### src/rtl/audio_level_detector_pkg.sv
// Shared types and constants for the audio level detector and the display path.
// Provides the voice-activity state encoding and the saturating magnitude helper.
package audio_pkg;

    localparam int SAMPLE_W  = 32;
    localparam int DIGIT_W   = 4;
    localparam int MAX_DIGIT = 9;

    typedef enum logic [1:0] {
        IDLE    = 2'd0,
        ATTACK  = 2'd1,
        ACTIVE  = 2'd2,
        RELEASE = 2'd3
    } vad_state_t;

    // |x| for two's complement; the most negative code has no positive twin.
    function automatic logic [SAMPLE_W-1:0] abs_sat(input logic [SAMPLE_W-1:0] x);
        if (!x[SAMPLE_W-1])
            return x;
        else if (x == {1'b1, {(SAMPLE_W-1){1'b0}}})
            return {1'b0, {(SAMPLE_W-1){1'b1}}};
        else
            return -x;
    endfunction

endpackage

### src/rtl/audio_level_detector_if.sv
// Sample stream in, level/peak/voice status out.
// The master drives samples; the detector is the slave.
interface audio_level_detector_if;
    import audio_pkg::*;

    logic [SAMPLE_W-1:0] sample_in;
    logic                sample_valid;
    logic [DIGIT_W-1:0]  level_digit;
    logic [SAMPLE_W-1:0] peak_mag;
    logic                voice_active;
    logic                level_valid;

    modport master (
        output sample_in, sample_valid,
        input  level_digit, peak_mag, voice_active, level_valid
    );

    modport slave (
        input  sample_in, sample_valid,
        output level_digit, peak_mag, voice_active, level_valid
    );

endinterface

### src/rtl/audio_level_detector_level_quantizer.sv
// Maps a magnitude to a 0..MAX_DIGIT digit: the highest k with value >= k*THRESH_STEP.
// Thresholds are compared at widened width so k*THRESH_STEP never wraps.
module level_quantizer
    import audio_pkg::*;
#(
    parameter logic [SAMPLE_W-1:0] THRESH_STEP = 32'h0100_0000
) (
    input  logic [SAMPLE_W-1:0] value,
    output logic [DIGIT_W-1:0]  digit
);

    localparam int CMP_W = SAMPLE_W + 4;

    always_comb begin
        // NOTE: default first so every path assigns digit; no latch is inferred.
        digit = '0;
        for (int k = 1; k <= MAX_DIGIT; k++) begin
            if (CMP_W'(value) >= CMP_W'(k) * CMP_W'(THRESH_STEP))
                digit = DIGIT_W'(k);
        end
    end

endmodule

### src/rtl/audio_level_detector.sv
// Peak envelope with hold/decay, quantized level digit, and a debounced
// voice-activity FSM driven by the instantaneous sample digit.
module audio_level_detector
    import audio_pkg::*;
#(
    parameter logic [SAMPLE_W-1:0] THRESH_STEP = 32'h0100_0000,
    parameter int ON_LEVEL    = 3,
    parameter int OFF_LEVEL   = 2,
    parameter int ATTACK_N    = 4,
    parameter int RELEASE_N   = 8,
    parameter int HOLD_N      = 16,
    parameter int DECAY_SHIFT = 3
) (
    input  logic                  clk,
    input  logic                  reset,
    audio_level_detector_if.slave bus
);

    localparam int HOLD_W = $clog2(HOLD_N + 1);
    localparam int CNT_MAX = (ATTACK_N > RELEASE_N) ? ATTACK_N : RELEASE_N;
    localparam int CNT_W  = $clog2(CNT_MAX + 1);

    localparam logic [DIGIT_W-1:0] ON_D      = DIGIT_W'(ON_LEVEL);
    localparam logic [DIGIT_W-1:0] OFF_D     = DIGIT_W'(OFF_LEVEL);
    localparam logic [CNT_W-1:0]   ATTACK_C  = CNT_W'(ATTACK_N);
    localparam logic [CNT_W-1:0]   RELEASE_C = CNT_W'(RELEASE_N);
    localparam logic [HOLD_W-1:0]  HOLD_C    = HOLD_W'(HOLD_N);

    logic [SAMPLE_W-1:0] mag, decayed, new_peak, peak_q;
    logic [HOLD_W-1:0]   hold_q, new_hold;
    logic [DIGIT_W-1:0]  inst_digit, peak_digit, digit_q;
    logic [CNT_W-1:0]    cnt, cnt_inc;
    vad_state_t          state;
    logic                voice_q, valid_q, loud, quiet;

    level_quantizer #(.THRESH_STEP(THRESH_STEP)) u_q_inst (.value(mag),      .digit(inst_digit));
    level_quantizer #(.THRESH_STEP(THRESH_STEP)) u_q_peak (.value(new_peak), .digit(peak_digit));

    always_comb begin
        mag      = abs_sat(bus.sample_in);
        decayed  = peak_q - (peak_q >> DECAY_SHIFT);
        new_peak = peak_q;
        new_hold = hold_q;
        if (mag >= peak_q) begin
            new_peak = mag;
            new_hold = HOLD_C;
        end else if (hold_q != '0) begin
            new_hold = hold_q - 1'b1;
        end else begin
            new_peak = (mag > decayed) ? mag : decayed;
        end
        loud    = inst_digit >= ON_D;
        quiet   = inst_digit < OFF_D;
        cnt_inc = (cnt == '1) ? cnt : cnt + 1'b1;
    end

    always_ff @(posedge clk) begin
        // NOTE: non-blocking so every register samples pre-edge values together.
        if (reset) begin
            peak_q  <= '0;
            hold_q  <= '0;
            digit_q <= '0;
            valid_q <= 1'b0;
        end else begin
            valid_q <= bus.sample_valid;
            if (bus.sample_valid) begin
                peak_q  <= new_peak;
                hold_q  <= new_hold;
                digit_q <= peak_digit;
            end
        end
    end

    always_ff @(posedge clk) begin
        if (reset) begin
            state   <= IDLE;
            cnt     <= '0;
            voice_q <= 1'b0;
        end else if (bus.sample_valid) begin
            unique case (state)
                IDLE: if (loud) begin
                    if (ATTACK_N == 1) begin
                        state   <= ACTIVE;
                        voice_q <= 1'b1;
                    end else begin
                        state <= ATTACK;
                        cnt   <= CNT_W'(1);
                    end
                end
                ATTACK: if (loud) begin
                    if (cnt_inc == ATTACK_C) begin
                        state   <= ACTIVE;
                        cnt     <= '0;
                        voice_q <= 1'b1;
                    end else begin
                        cnt <= cnt_inc;
                    end
                end else begin
                    state <= IDLE;
                    cnt   <= '0;
                end
                ACTIVE: if (quiet) begin
                    if (RELEASE_N == 1) begin
                        state   <= IDLE;
                        voice_q <= 1'b0;
                    end else begin
                        state <= RELEASE;
                        cnt   <= CNT_W'(1);
                    end
                end
                RELEASE: if (quiet) begin
                    if (cnt_inc == RELEASE_C) begin
                        state   <= IDLE;
                        cnt     <= '0;
                        voice_q <= 1'b0;
                    end else begin
                        cnt <= cnt_inc;
                    end
                end else begin
                    state <= ACTIVE;
                    cnt   <= '0;
                end
                default: state <= IDLE;
            endcase
        end
    end

    assign bus.level_digit  = digit_q;
    assign bus.peak_mag     = peak_q;
    assign bus.voice_active = voice_q;
    assign bus.level_valid  = valid_q;

endmodule

### src/flat_wrapper.sv
// flat-port wrapper written by rule: the top's interface ports become plain ports
module audio_level_detector_flat import audio_pkg::*;
#(
    parameter logic [SAMPLE_W-1:0] THRESH_STEP = 32'h0100_0000,
    parameter int ON_LEVEL    = 3,
    parameter int OFF_LEVEL   = 2,
    parameter int ATTACK_N    = 4,
    parameter int RELEASE_N   = 8,
    parameter int HOLD_N      = 16,
    parameter int DECAY_SHIFT = 3
)
  (clk, reset, bus_sample_in, bus_sample_valid, bus_level_digit, bus_peak_mag, bus_voice_active, bus_level_valid);
  audio_level_detector_if bus_i ();
  input  logic clk;
  input  logic reset;
  input wire logic [$bits(bus_i.sample_in)-1:0] bus_sample_in;
  input wire logic [$bits(bus_i.sample_valid)-1:0] bus_sample_valid;
  output wire logic [$bits(bus_i.level_digit)-1:0] bus_level_digit;
  output wire logic [$bits(bus_i.peak_mag)-1:0] bus_peak_mag;
  output wire logic [$bits(bus_i.voice_active)-1:0] bus_voice_active;
  output wire logic [$bits(bus_i.level_valid)-1:0] bus_level_valid;
  assign bus_i.sample_in = bus_sample_in;
  assign bus_i.sample_valid = bus_sample_valid;
  assign bus_level_digit = bus_i.level_digit;
  assign bus_peak_mag = bus_i.peak_mag;
  assign bus_voice_active = bus_i.voice_active;
  assign bus_level_valid = bus_i.level_valid;
  audio_level_detector #(.THRESH_STEP(THRESH_STEP), .ON_LEVEL(ON_LEVEL), .OFF_LEVEL(OFF_LEVEL), .ATTACK_N(ATTACK_N), .RELEASE_N(RELEASE_N), .HOLD_N(HOLD_N), .DECAY_SHIFT(DECAY_SHIFT)) u_core (.clk(clk), .reset(reset), .bus(bus_i));
endmodule
### config.mk
export PLATFORM = sky130hd
export DESIGN_NAME = audio_level_detector_flat
export DESIGN_NICKNAME = d
export VERILOG_FILES = /design/src/rtl/audio_level_detector_pkg.sv /design/src/rtl/audio_level_detector_if.sv /design/src/rtl/audio_level_detector_level_quantizer.sv /design/src/rtl/audio_level_detector.sv /design/src/flat_wrapper.sv
export SDC_FILE = /design/constraint.sdc
export NUM_CORES = 1
export LEC_CHECK = 0
export ABC_AREA = 1
export BUFFER_PORTS_ARGS = -buffer_cell sky130_fd_sc_hd__buf_4
export CAP_MARGIN = 40
export CORE_ASPECT_RATIO = 0.9
export CORE_MARGIN = 2
export CORE_UTILIZATION = 40
export CTS_CLUSTER_DIAMETER = 120
export CTS_CLUSTER_SIZE = 8
export DETAILED_ROUTE_END_ITERATION = 8
export GPL_TIMING_DRIVEN = 0
export REMOVE_ABC_BUFFERS = 1
export SETUP_SLACK_MARGIN = 0.1
export SLEW_MARGIN = 10
export SYNTH_ARGS = -nofsm -noshare
export SYNTH_HDL_FRONTEND = slang
export SYNTH_SLANG_ARGS = --single-unit
### constraint.sdc
create_clock -name clk -period 7.01 [get_ports clk]
set_input_delay 0.3505 -clock clk [delete_from_list [all_inputs] [get_ports clk]]
set_output_delay 0.3505 -clock clk [all_outputs]
set_load 0.01 [all_outputs]
# ---- After elaboration in Yosys (flattened, before gate mapping)
# Cells that the tools add are included.
dict set report classes {
  addsub 4
  n_lt_le_gt_ge 22
  n_mul 0
  n_reduce_logical 8
  muxes 45
  eq_ne 15
  div 0
  n_shift 0
  n_bitwise 0
}
# cell count
set op_table {}
lappend op_table {{$ge A32 B27 Y1 const B} 8}
lappend op_table {{$mux W32} 5}
lappend op_table {{$ge A32 B26 Y1 const B} 4}
lappend op_table {{$ge A32 B28 Y1 const B} 4}
lappend op_table {{$mux W4} 23}
lappend op_table {{$ge A32 B25 Y1 const B} 2}
lappend op_table {{$eq A32 B32 Y1 const B} 1}
lappend op_table {{$ge A32 B32 Y1} 1}
lappend op_table {{$gt A32 B32 Y1} 1}
lappend op_table {{$neg A32 Y32} 1}
lappend op_table {{$sub A32 B29 Y32} 1}
lappend op_table {{$pmux W4 S4} 1}
lappend op_table {{$mux W2} 6}
lappend op_table {{$ne A2 B1 Y1 const B} 6}
lappend op_table {{$mux W5} 2}
lappend op_table {{$eq A4 B4 Y1 const B} 2}
lappend op_table {{$pmux W2 S4} 1}
lappend op_table {{$mux W1} 6}
lappend op_table {{$ne A3 B3 Y1 const B} 2}
lappend op_table {{$reduce_and A6 Y1} 1}
lappend op_table {{$reduce_and A5 Y1} 1}
lappend op_table {{$reduce_bool A5 Y1} 1}
lappend op_table {{$sub A5 B1 Y5 const B} 1}
lappend op_table {{$add A4 B1 Y4 const B} 1}
lappend op_table {{10 further kinds} 12}
dict set report word_totals {
  rom_bits 0
  output_inout_bits 38
  input_bits 35
  register_bits 49
  n_memories 0
  word_cells 101
  latchBits 0
  ramBits 0
}

# ---- Longest topological paths before layout
# Gate-level depths: netlist of run 1.
dict set report logic_depth {
  depth_word 17
  mapped_depth 36
  depth_no_buf 35
}

# ---- Cells and area by module
# Synthesis of run 1 repeated with hierarchy kept, for this count alone.
dict set report unflattened {
  hier_cells 1546
  area_unflattened_um2 8431.8
}
# module area_per_inst_um2 seq_area_each_um2 cells_each n_inst
set modules_own_cells {}
lappend modules_own_cells {audio_level_detector 8266.7 980.9 1518 1}
lappend modules_own_cells {level_quantizer 82.6 0.0 14 2}

# ---- Worst setup path before layout of run 1
# No wires, ideal clock.
dict set report synth_timing {
  kind {reg-to-reg}
  from {register u_core.peak_q[0], in the netlist u_core.bus.peak_mag[0]}
  to {register u_core.digit_q[0], in the netlist u_core.bus.level_digit[0]}
  path_buffers 1
  setup_time_ns 0.119
  t_required_ns 6.891
  setup_slack_ns 3.321
  arrival_ns 3.570
  synth_period_minus_slack_ns 3.689
  path_stages_with_launch 33
  cell_sequence {dfxtp_1 -> inv_1 -> ha_1 -> fa_1 -> inv_1 -> nand3_1 -> nand2_1 -> nand2_1 -> nand2_1 -> nand2_1 -> nand2_1 -> nand2_1 -> nand2_1 -> nand2_1 -> nand2_1 -> inv_1 -> ha_1 -> nand2_1 -> nor2_1 -> nand2_1 -> nor2_1 -> nand4_1 -> nand2_1 -> buf_2 -> nand2_1 -> nand3_1 -> nand3_1 -> nand2_1 -> nand2_1 -> nand2_1 -> nand2_1 -> nor2_1 -> a21oi_1}
}
dict set report synth_via {
  elab_chain_len 15
  word_cells_on_any_way 24
  classes_between {add/sub (1); order compare (11); mux (12)}
}
# element line_no
set synth_rtl {}
lappend synth_rtl {{from (decl)} audio_level_detector.sv:29} ;# logic [SAMPLE_W-1:0] mag, decayed, new_peak, peak_q;
lappend synth_rtl {{from (signal assigned)} audio_level_detector.sv:67} ;# peak_q <= new_peak;
lappend synth_rtl {{$sub A32 B29 Y32} audio_level_detector.sv:41} ;# decayed = peak_q - (peak_q >> DECAY_SHIFT);
lappend synth_rtl {{$gt A32 B32 Y1} audio_level_detector.sv:50} ;# new_peak = (mag > decayed) ? mag : decayed;
lappend synth_rtl {{$mux W32} audio_level_detector.sv:50}
lappend synth_rtl {{$mux W32} audio_level_detector.sv:47} ;# end else if (hold_q != '0) begin
lappend synth_rtl {{$mux W32 (*)} audio_level_detector.sv:44} ;# if (mag >= peak_q) begin
lappend synth_rtl {{$ge A32 B25 Y1} audio_level_detector_level_quantizer.sv:18} ;# if (CMP_W'(value) >= CMP_W'(k) * CMP_W'(THRESH_STEP))
lappend synth_rtl {{$mux W1} audio_level_detector_level_quantizer.sv:18}
lappend synth_rtl {{$mux W4 (7 in a row)} audio_level_detector_level_quantizer.sv:18}
lappend synth_rtl {{$mux W4 (*)} audio_level_detector_level_quantizer.sv:18}
lappend synth_rtl {{to (signal assigned)} audio_level_detector.sv:69} ;# digit_q <= peak_digit;
lappend synth_rtl {{to (decl)} audio_level_detector.sv:31} ;# logic [DIGIT_W-1:0] inst_digit, peak_digit, digit_q;
# Mark *: on every way between the ends. The rest lies on a longest branch, timed or not.
# A chain may end at the register's enable or synchronous reset.

# ---- Worst setup path in the final report of run 1
dict set report layout_timing {
  from {register u_core.peak_q[0], in the netlist u_core.bus.peak_mag[0]}
  to {register u_core.digit_q[3], in the netlist u_core.bus.level_digit[3]}
}
dict set report layout_via {
  elab_chain_len 13
  word_cells_on_any_way 20
  classes_between {add/sub (1); order compare (9); mux (10)}
}
# element line_no
set layout_rtl {}
lappend layout_rtl {{$sub A32 B29 Y32} audio_level_detector.sv:41}
lappend layout_rtl {{$gt A32 B32 Y1} audio_level_detector.sv:50}
lappend layout_rtl {{$mux W32} audio_level_detector.sv:50}
lappend layout_rtl {{$mux W32} audio_level_detector.sv:47}
lappend layout_rtl {{$mux W32 (*)} audio_level_detector.sv:44}
lappend layout_rtl {{$ge A32 B26 Y1} audio_level_detector_level_quantizer.sv:18}
lappend layout_rtl {{$mux W4 (6 in a row)} audio_level_detector_level_quantizer.sv:18}
lappend layout_rtl {{$mux W4 (*)} audio_level_detector_level_quantizer.sv:18}
# Marked as above.

==> impl_metrics.toml, run 1 <==
[floorplanning]
ios = 73
fp.dieArea_um2 = 20700
coreArea_um2 = 19200
start_util_pct = 40.8
die_w_um = 151
fp.dieH_um = 137
row_count = 48

[synth]
synth_seq_area_share_pct = 12.6
synth_area_um2 = 7810
synth.most_common_cell = "nand2_1"
synth_top_area_share_pct = 18.3
ys.flop_type = "dfxtp_1"
ys_seq_elements = 49
synthTopCellsByCount = "nand2_1 (381), inv_1 (212), nor2_1 (114)"
yosysWarnings = 0
synth_top_cell_by_area = "nand2_1"
yosys.cell_types.count = 52
yosys-top-cells-area = "nand2_1 (18%), ha_1 (15%), dfxtp_1 (13%)"
synthArstFlopShare_pct = 0
synth_edf_count = 0
syn_inst = 1345
avgSynthCellArea_um2 = 5.81

[detailed_routing]
final_antenna_net_count = 0
finalWirelength_um = 24800
wl_met3_um = 1770
firstDrtPassIters = 5
drc = 0
wl_met1_um = 12700
dr_wl_met2_um = 10000
dr.max_layer_used = "met4"
via_per_inst = 5.21
drt_iter0_drc = 567
wl_per_cell_um = 15.1
dr_total_vias = 8566

[cts]
ctsLongestPathBuffers = 2
clk_pin_slew_worst_paths_ns = 0.07
cts_resized = 0
cts_root_buffer = "clkbuf_16"
post_cts_buffers = 0
cts_tree = "built"
cts_num_sinks = 49
h-tree-depth = 2
cts_made_buffers = 5
cts_hold_buf = 0
clkLatencyLatePin_ns = 0.30

[global_routing]
antenna_found_initial = 0
grt_pass1_vias = 7728
grt_max_degree = 43
track_usage_pct = 24.6
grt_first_pass_wirelength_um = 40000
grt_overflow = 0

[hold_path]
min-delay-start = "reset"
hold_path_depth = 2
hp-class = "input port to flop"

[setup_path]
worstSetupStartpointType = "flop"
cp-end-kind = "flop"
critPathKind = "flop to flop"
arrival_ns = 5.74
critical_path.max_fanout = 21
reg2reg_depth = 35
required_ns = 7.21
slowest_delay_ns = 0.81
startpoint = "u_core.bus.peak_mag[0]"
reg2reg_from = "u_core.bus.peak_mag[0]"
crit_top_cell = "nand2_1"
slowest_stage = "nand2_1"

[timing]
clock_skew_ns = 0.00753
worstMarginPinSlew_ns = 0.890
max_slew_margin_pct = 40.5
max_freq_mhz = 180
rsz0062_at_grt = "no"
finalSetupTns_ns = 0
drv_slew = 0
final.min_clock_period_ns = 5.54
worst_slack_ns = 1.47
fin_crit_sh_pct = 79.1
hold_violations = 0
setup_viol_count_final = 0

[placed_design]
place_ws_ns = 1.50
port_buffers = 72
dp.cells = 1637
place_hpwl_um = 20300
gp_congestion = 0.898

[flow_run]
maxCapViolations = 0

[power_and_ir_drop]
leakage_uw = 0.00477
ir_drop_mv = 0.153
power_uw = 3460
power_density_nw_per_um2 = 397

[final_layout]
insertedDiodeCount = 0
nets = 1526
area_delta_synth_final_pct = 11.7
fillCellCount = 2112
drive_above_1_share_pct = 10.3
fin_cells = 1645

[outcome]
status = "finished clean"
==> layout by cell type, fill, tap and decap left out, types with 4 or more instances in the layout <==
master / instances
xor2_1: 17
a31oi_1: 9
o21ai_0: 78
nand2_2: 11
a21oi_1: 96
nand3_4: 4
ha_1: 96
nor3_1: 18
nand2_1: 381
inv_2: 8
nor2_2: 8
dfxtp_1: 49
o22ai_1: 17
buf_4: 72
nand4_1: 16
inv_1: 212
o21bai_1: 6
nand3_1: 84
clkbuf_16: 5
nor3b_1: 5
nand3b_1: 8
nor2_1: 114
xnor2_1: 15
o21ai_1: 5
nand3_2: 4
o211ai_1: 6
nor2_4: 6
nand2_4: 4
==> state kept, by name, indices dropped and copies added, names as in the netlist <==
name	cells
u_core.bus.peak_mag	32
u_core.hold_q	5
u_core.bus.level_digit	4
u_core.cnt	4
u_core.state	2
u_core.bus.level_valid	1
u_core.bus.voice_active	1
==> metal layers <==
| layer | vias to the layer above | global-route usage, % |
|---|---|---|
| li1 | 4470 | - |
| met1 | 3830 | 38.4 |
| met2 | 247 | 35.9 |
| met3 | 19 | 3.07 |
| met4 | 0 | 4.21 |
| met5 | - | 0 |
==> power by group <==
| group | switching (uW) | internal, uW | total [uW] |
|---|---|---|---|
| registers | 78.0 | 340 | 418 |
| clock network | 119 | 143 | 261 |
| logic | 1840 | 946 | 2780 |
==> through the flow <==
step	utilization, %	hold WS [ns]	instance area, um^2
floorplan	-	0.420	7670
detailed placement	44.7	0.448	8570
global placement	44.5	0.441	8530
CTS	45.5	0.430	8720
global route	45.5	0.434	8720
finish	45.5	0.438	8720
==> cell type report <==
cell class              count  area (um^2)  share of cell area, %
multi-input cells        1041         5850                   67.1
flip-flops and latches     49          981                   11.2
inverters                 223          846                   9.70
repair buffers             74          579                   6.64
well taps                 250          313                   3.59
clock buffers               6          139                   1.59
clock inverters             2         13.8                  0.158
==> final timing paths <==
path / to / slack (ns)
worst max-delay path: u_core.bus.level_digit[3] / 1.47
worst min-delay path: u_core.hold_q[1] / 0.44
worst max register to register: u_core.bus.level_digit[3] / 1.47
worst min register to register: u_core.hold_q[1] / 0.46
==> critical path, delay by kind of cell (launching register included) <==
family,cells,cell delay (ns)
simple gates,27,3.69
flops,1,0.37
fa+ha+maj,3,0.91
buf+inv,5,0.45
==> kinds of logic after synthesis <==
| group | count (synthesis) | share of synthesized area [%] |
|---|---|---|
| buf+inv | 255 | 12.6 |
| fa+ha+maj | 97 | 15.6 |
| xor+xnor | 32 | 3.59 |
| simple gates | 678 | 39.2 |
| compound gates | 234 | 16.5 |
| flops | 49 | 12.6 |
Note: power is estimated with default switching activity, not from simulation.
==> run 2: changes to the inputs <==
==> constraint.sdc (replaced) <==
create_clock -name clk -period 5.4 [get_ports clk]
set_input_delay 0.27 -clock clk [delete_from_list [all_inputs] [get_ports clk]]
set_output_delay 0.27 -clock clk [all_outputs]
set_load 0.01 [all_outputs]
==> impl_metrics.toml, run 2 (synthesis gave the netlist of run 1 again) <==
[cts]
cts_root_buffer = "clkbuf_16"
cts_tree = "built"
cts_num_sinks = 49
ctsLongestPathBuffers = 2
cts_made_buffers = 5
clk_pin_slew_worst_paths_ns = 0.07
cts_hold_buf = 0
h-tree-depth = 2
clkLatencyLatePin_ns = 0.30

[power_and_ir_drop]
power.internal_uw = 1870
power_density_nw_per_um2 = 518
power_uw = 4530
p_sw_share_pct = 58.7
p_comb_share_pct = 80.5
ir_drop_mv = 0.211
power_frac_clock_pct = 7.5
power_frac_seq_pct = 12.0
power_switching_uw = 2660
leakage_uw = 0.00477

[global_routing]
grt_overflow = 0
antenna_found_initial = 0
grt_pass1_vias = 7728
grt_first_pass_wirelength_um = 40000
track_usage_pct = 24.6
grt_max_degree = 43

[timing]
fin_crit_sh_pct = 90.9
rsz0062_at_grt = "no"
worstMarginPinSlew_ns = 0.969
final.min_clock_period_ns = 4.91
worst_slack_ns = 0.492
hold_violations = 0
max_freq_mhz = 204
drv_slew = 0
max_slew_margin_pct = 35.2
clock_skew_ns = 0.00756
setup_viol_count_final = 0

[setup_path]
crit_buf_inv = 5
arrival_ns = 5.09
worstSetupStartpointType = "flop"
slowest_stage = "fa_1"
cp-end-kind = "flop"
crit_family = "simple AND/OR/NAND/NOR gates"
crit_top_cell = "nand2_1"
critical_path.max_fanout = 11
required_ns = 5.58
critPathKind = "flop to flop"
slowest_delay_ns = 0.40

[floorplanning]
fp.dieH_um = 137
ios = 73
coreArea_um2 = 19200
start_util_pct = 40.8
row_count = 48
die_w_um = 151
fp.dieArea_um2 = 20700

[final_layout]
area_delta_synth_final_pct = 12.1
utilization_pct = 45.7
insertedDiodeCount = 0
ff_latch_area_um2 = 981
fillCellCount = 2107
nets = 1526
drive_above_1_share_pct = 10.5
multi_input_area_um2 = 5880
layout_common_cells = "nand2_1 (379), inv_1 (211), nor2_1 (114)"
final_common_cell = "nand2_1"
largest_register_ffs = 32
stdcell_area_um2 = 8750

[placed_design]
place_hpwl_um = 20300
port_buffers = 72
place_ws_ns = -0.110
gp_congestion = 0.898
placed_area_um2 = 8570

[detailed_routing]
finalWirelength_um = 24800
firstDrtPassIters = 5
via_per_inst = 5.19
dr_total_vias = 8532
final_antenna_net_count = 0
drt_iter0_drc = 564
wl_per_cell_um = 15.1
drc = 0

[hold_path]
hp-class = "input port to flop"

[flow_run]
maxCapViolations = 0

[outcome]
status = "finished clean"
[run 2: cell count changes in the layout (fill, tap and decap cells not counted)]
cell | before | now
nand2_4 | 4 | 5
nand2_8 | 0 | 1
inv_4 | 1 | 2
inv_2 | 8 | 7
clkinvlp_4 | 0 | 1
inv_1 | 212 | 211
a21boi_1 | 0 | 1
nand2_1 | 381 | 379
a21boi_0 | 1 | 0
[run 2: cell type report]
class,instances,share of cell area [%]
Multi-Input combinational cell,1041,67.1
Clock inverter,2,0.157
Timing Repair Buffer,74,6.62
Tap cell,250,3.57
Inverter,223,9.73
Clock buffer,6,1.59
Sequential cell,49,11.2
[run 2: what timing repair did]
item,in CTS,in global routing
endpoints found under the hold margin,0,0
buffers inserted,0,0
setup endpoints to repair,6,24
resized for setup,1,8
[run 2: routing by layer]
layer  GRT usage, %  share of wire, %  vias up
li1               -                 -     4464
met1           38.4                52     3809
met2           35.9                41      242
met3           3.07               6.8       17
met4           4.21              0.98        0
met5              0                 0        -
[run 2: power by group through the flow]
stage / clock network, uW / logic [uW] / registers (uW)
after floorplan: 0 / 2510 / 539
after global placement: 0 / 3490 / 549
after detailed placement: 0 / 3530 / 550
after CTS: 348 / 3550 / 542
after global routing: 361 / 4140 / 554
final: 341 / 3650 / 543
[run 2: worst paths after layout]
check	startpoint	end	slack, ns	cells after the start
setup / recovery	u_core.bus.peak_mag[0]	u_core.bus.peak_mag[19]	0.49	28
hold reg to reg	u_core.hold_q[1]	u_core.hold_q[1]	0.46	2
hold / removal	reset	u_core.hold_q[1]	0.36	2
setup reg to reg	u_core.bus.peak_mag[0]	u_core.bus.peak_mag[19]	0.49	28
[run 2: metrics by stage]
stage                     hold slack, ns  cells  setup TNS [ns]
after detailed placement           0.448   1637          -0.259
after global routing               0.354   1645               0
final                              0.357   1645               0
after CTS                          0.349   1645               0
after floorplan                    0.339   1313               0
after global placement             0.441   1635           -3.27
==> run 3: changes to the inputs <==
--- a/config.mk
+++ b/config.mk
@@ -11,6 +11,7 @@
 export CORE_ASPECT_RATIO = 0.9
 export CORE_MARGIN = 2
 export CORE_UTILIZATION = 40
+export CTS_BUF_LIST = sky130_fd_sc_hd__clkbuf_16
 export CTS_CLUSTER_DIAMETER = 120
 export CTS_CLUSTER_SIZE = 8
 export DETAILED_ROUTE_END_ITERATION = 8
==> impl_metrics.toml, run 3 (synthesis gave the netlist of run 1 again) <==
[final_layout]
layout_common_cells = "nand2_1 (379), inv_1 (211), nor2_1 (114)"
nets = 1526
final_common_cell = "nand2_1"
stdcell_area_um2 = 8740
fin_cells = 1645
area_delta_synth_final_pct = 12.0
insertedDiodeCount = 0
fillCellCount = 2109
drive_above_1_share_pct = 10.4
largest_register_ffs = 32

[global_routing]
grt_first_pass_wirelength_um = 40000
antenna_found_initial = 0
grt_overflow = 0
grt_pass1_vias = 7730
grt_max_degree = 43
track_usage_pct = 24.6

[timing]
setup_viol_count_final = 0
max_slew_margin_pct = 35.2
fin_crit_sh_pct = 90.7
hold_violations = 0
finalSetupTns_ns = 0
final.min_clock_period_ns = 4.90
drv_slew = 0
worstMarginPinSlew_ns = 0.970
worst_slack_ns = 0.500
rsz0062_at_grt = "no"
max_freq_mhz = 204
clock_skew_ns = 0.00842

[floorplanning]
row_count = 48
start_util_pct = 40.8
fp.dieH_um = 137
ios = 73
fp.dieArea_um2 = 20700
die_w_um = 151
coreArea_um2 = 19200

[placed_design]
place_ws_ns = -0.110
port_buffers = 72
dp.cells = 1637
place_hpwl_um = 20300
gp_congestion = 0.898
placed_area_um2 = 8570

[setup_path]
slowest_delay_ns = 0.40
cp-endpoint = "u_core.bus.peak_mag[19]"
startpoint = "u_core.bus.peak_mag[0]"
worstSetupStartpointType = "flop"
crit_top_cell = "nand2_1"
reg2reg_from = "u_core.bus.peak_mag[0]"
reg2reg_depth = 28
critPathKind = "flop to flop"
required_ns = 5.58
critical_path.max_fanout = 11
rrSetupSlack_ns = 0.50
slowest_stage = "fa_1"
arrival_ns = 5.08
r2r_end = "u_core.bus.peak_mag[19]"
cp-end-kind = "flop"

[cts]
cts_tree = "built"
clk_pin_slew_worst_paths_ns = 0.07
ctsLongestPathBuffers = 2
cts_root_buffer = "clkbuf_16"
cts_made_buffers = 5
clkLatencyLatePin_ns = 0.30
cts_num_sinks = 49
h-tree-depth = 2

[power_and_ir_drop]
power_density_nw_per_um2 = 516
leakage_uw = 0.00477
ir_drop_mv = 0.212

[hold_path]
hp-class = "input port to flop"

[detailed_routing]
firstDrtPassIters = 5
final_antenna_net_count = 0
drc = 0
via_per_inst = 5.21
dr_total_vias = 8571
finalWirelength_um = 24800
wl_per_cell_um = 15.1
drt_iter0_drc = 565

[outcome]
status = "finished clean"

[flow_run]
maxCapViolations = 0
run 3: cell types whose count changed in the layout (fill, tap and decap cells not counted):
cell	before	now
clkbuf_8	1	0
clkinv_1	0	1
run 3: how the worst min path moves through the flow:
stage | depth (start not counted) | start | to
floorplan | 1 | reset | u_core.bus.level_digit[1]
global placement | 1 | u_core.hold_q[0] | u_core.hold_q[0]
detailed placement | 1 | u_core.hold_q[0] | u_core.hold_q[0]
CTS | 2 | reset | u_core.bus.level_valid
global route | 2 | reset | u_core.hold_q[1]
finish | 2 | reset | u_core.hold_q[1]
run 3: layout make-up:
type                    count  area, um^2  share of cell area [%]
clock buffers               5         125                    1.43
clock inverters             3        17.5                   0.200
flip-flops and latches     49         981                    11.2
repair buffers             74         579                    6.63
well taps                 250         313                    3.58
inverters                 223         852                    9.75
multi-input cells        1041        5880                    67.2
run 3: power by group:
group,switching (uW),internal (uW)
clock network,154,171
registers,101,441
logic,2400,1240
total,2660,1860
run 3: per-layer routing:
metal / global-route usage [%] / wire length, um
met1: 38.4 / 12600
met2: 36.0 / 10100
met3: 2.97 / 1860
met4: 4.05 / 247
met5: 0 / 0
run 3: through the flow:
stage                     hold WS [ns]  util, %  total power (uW)
after floorplan                  0.339        -              3050
after global placement           0.441     44.5              4040
after detailed placement         0.448     44.7              4080
after CTS                        0.348     45.5              4430
after global routing             0.354     45.6              5040
final                            0.356     45.6              4510
run 3: worst max-delay path: cells and delay by family, from the launching register on:
| family | cells | cell delay (ns) |
|---|---|---|
| and+or+nand+nor | 17 | 2.08 |
| buffers and inverters | 5 | 0.68 |
| adders and majority gates | 3 | 0.91 |
| DFF | 1 | 0.37 |
| AOI/OAI and AO/OA | 3 | 0.70 |
run 3: what timing repair did:
action / in CTS / in global routing
hold endpoints to repair: 0 / 0
endpoints found under the setup margin: 6 / 24
setup buffers: 0 / 0
resized for setup: 1 / 8
hold buffers: 0 / 0
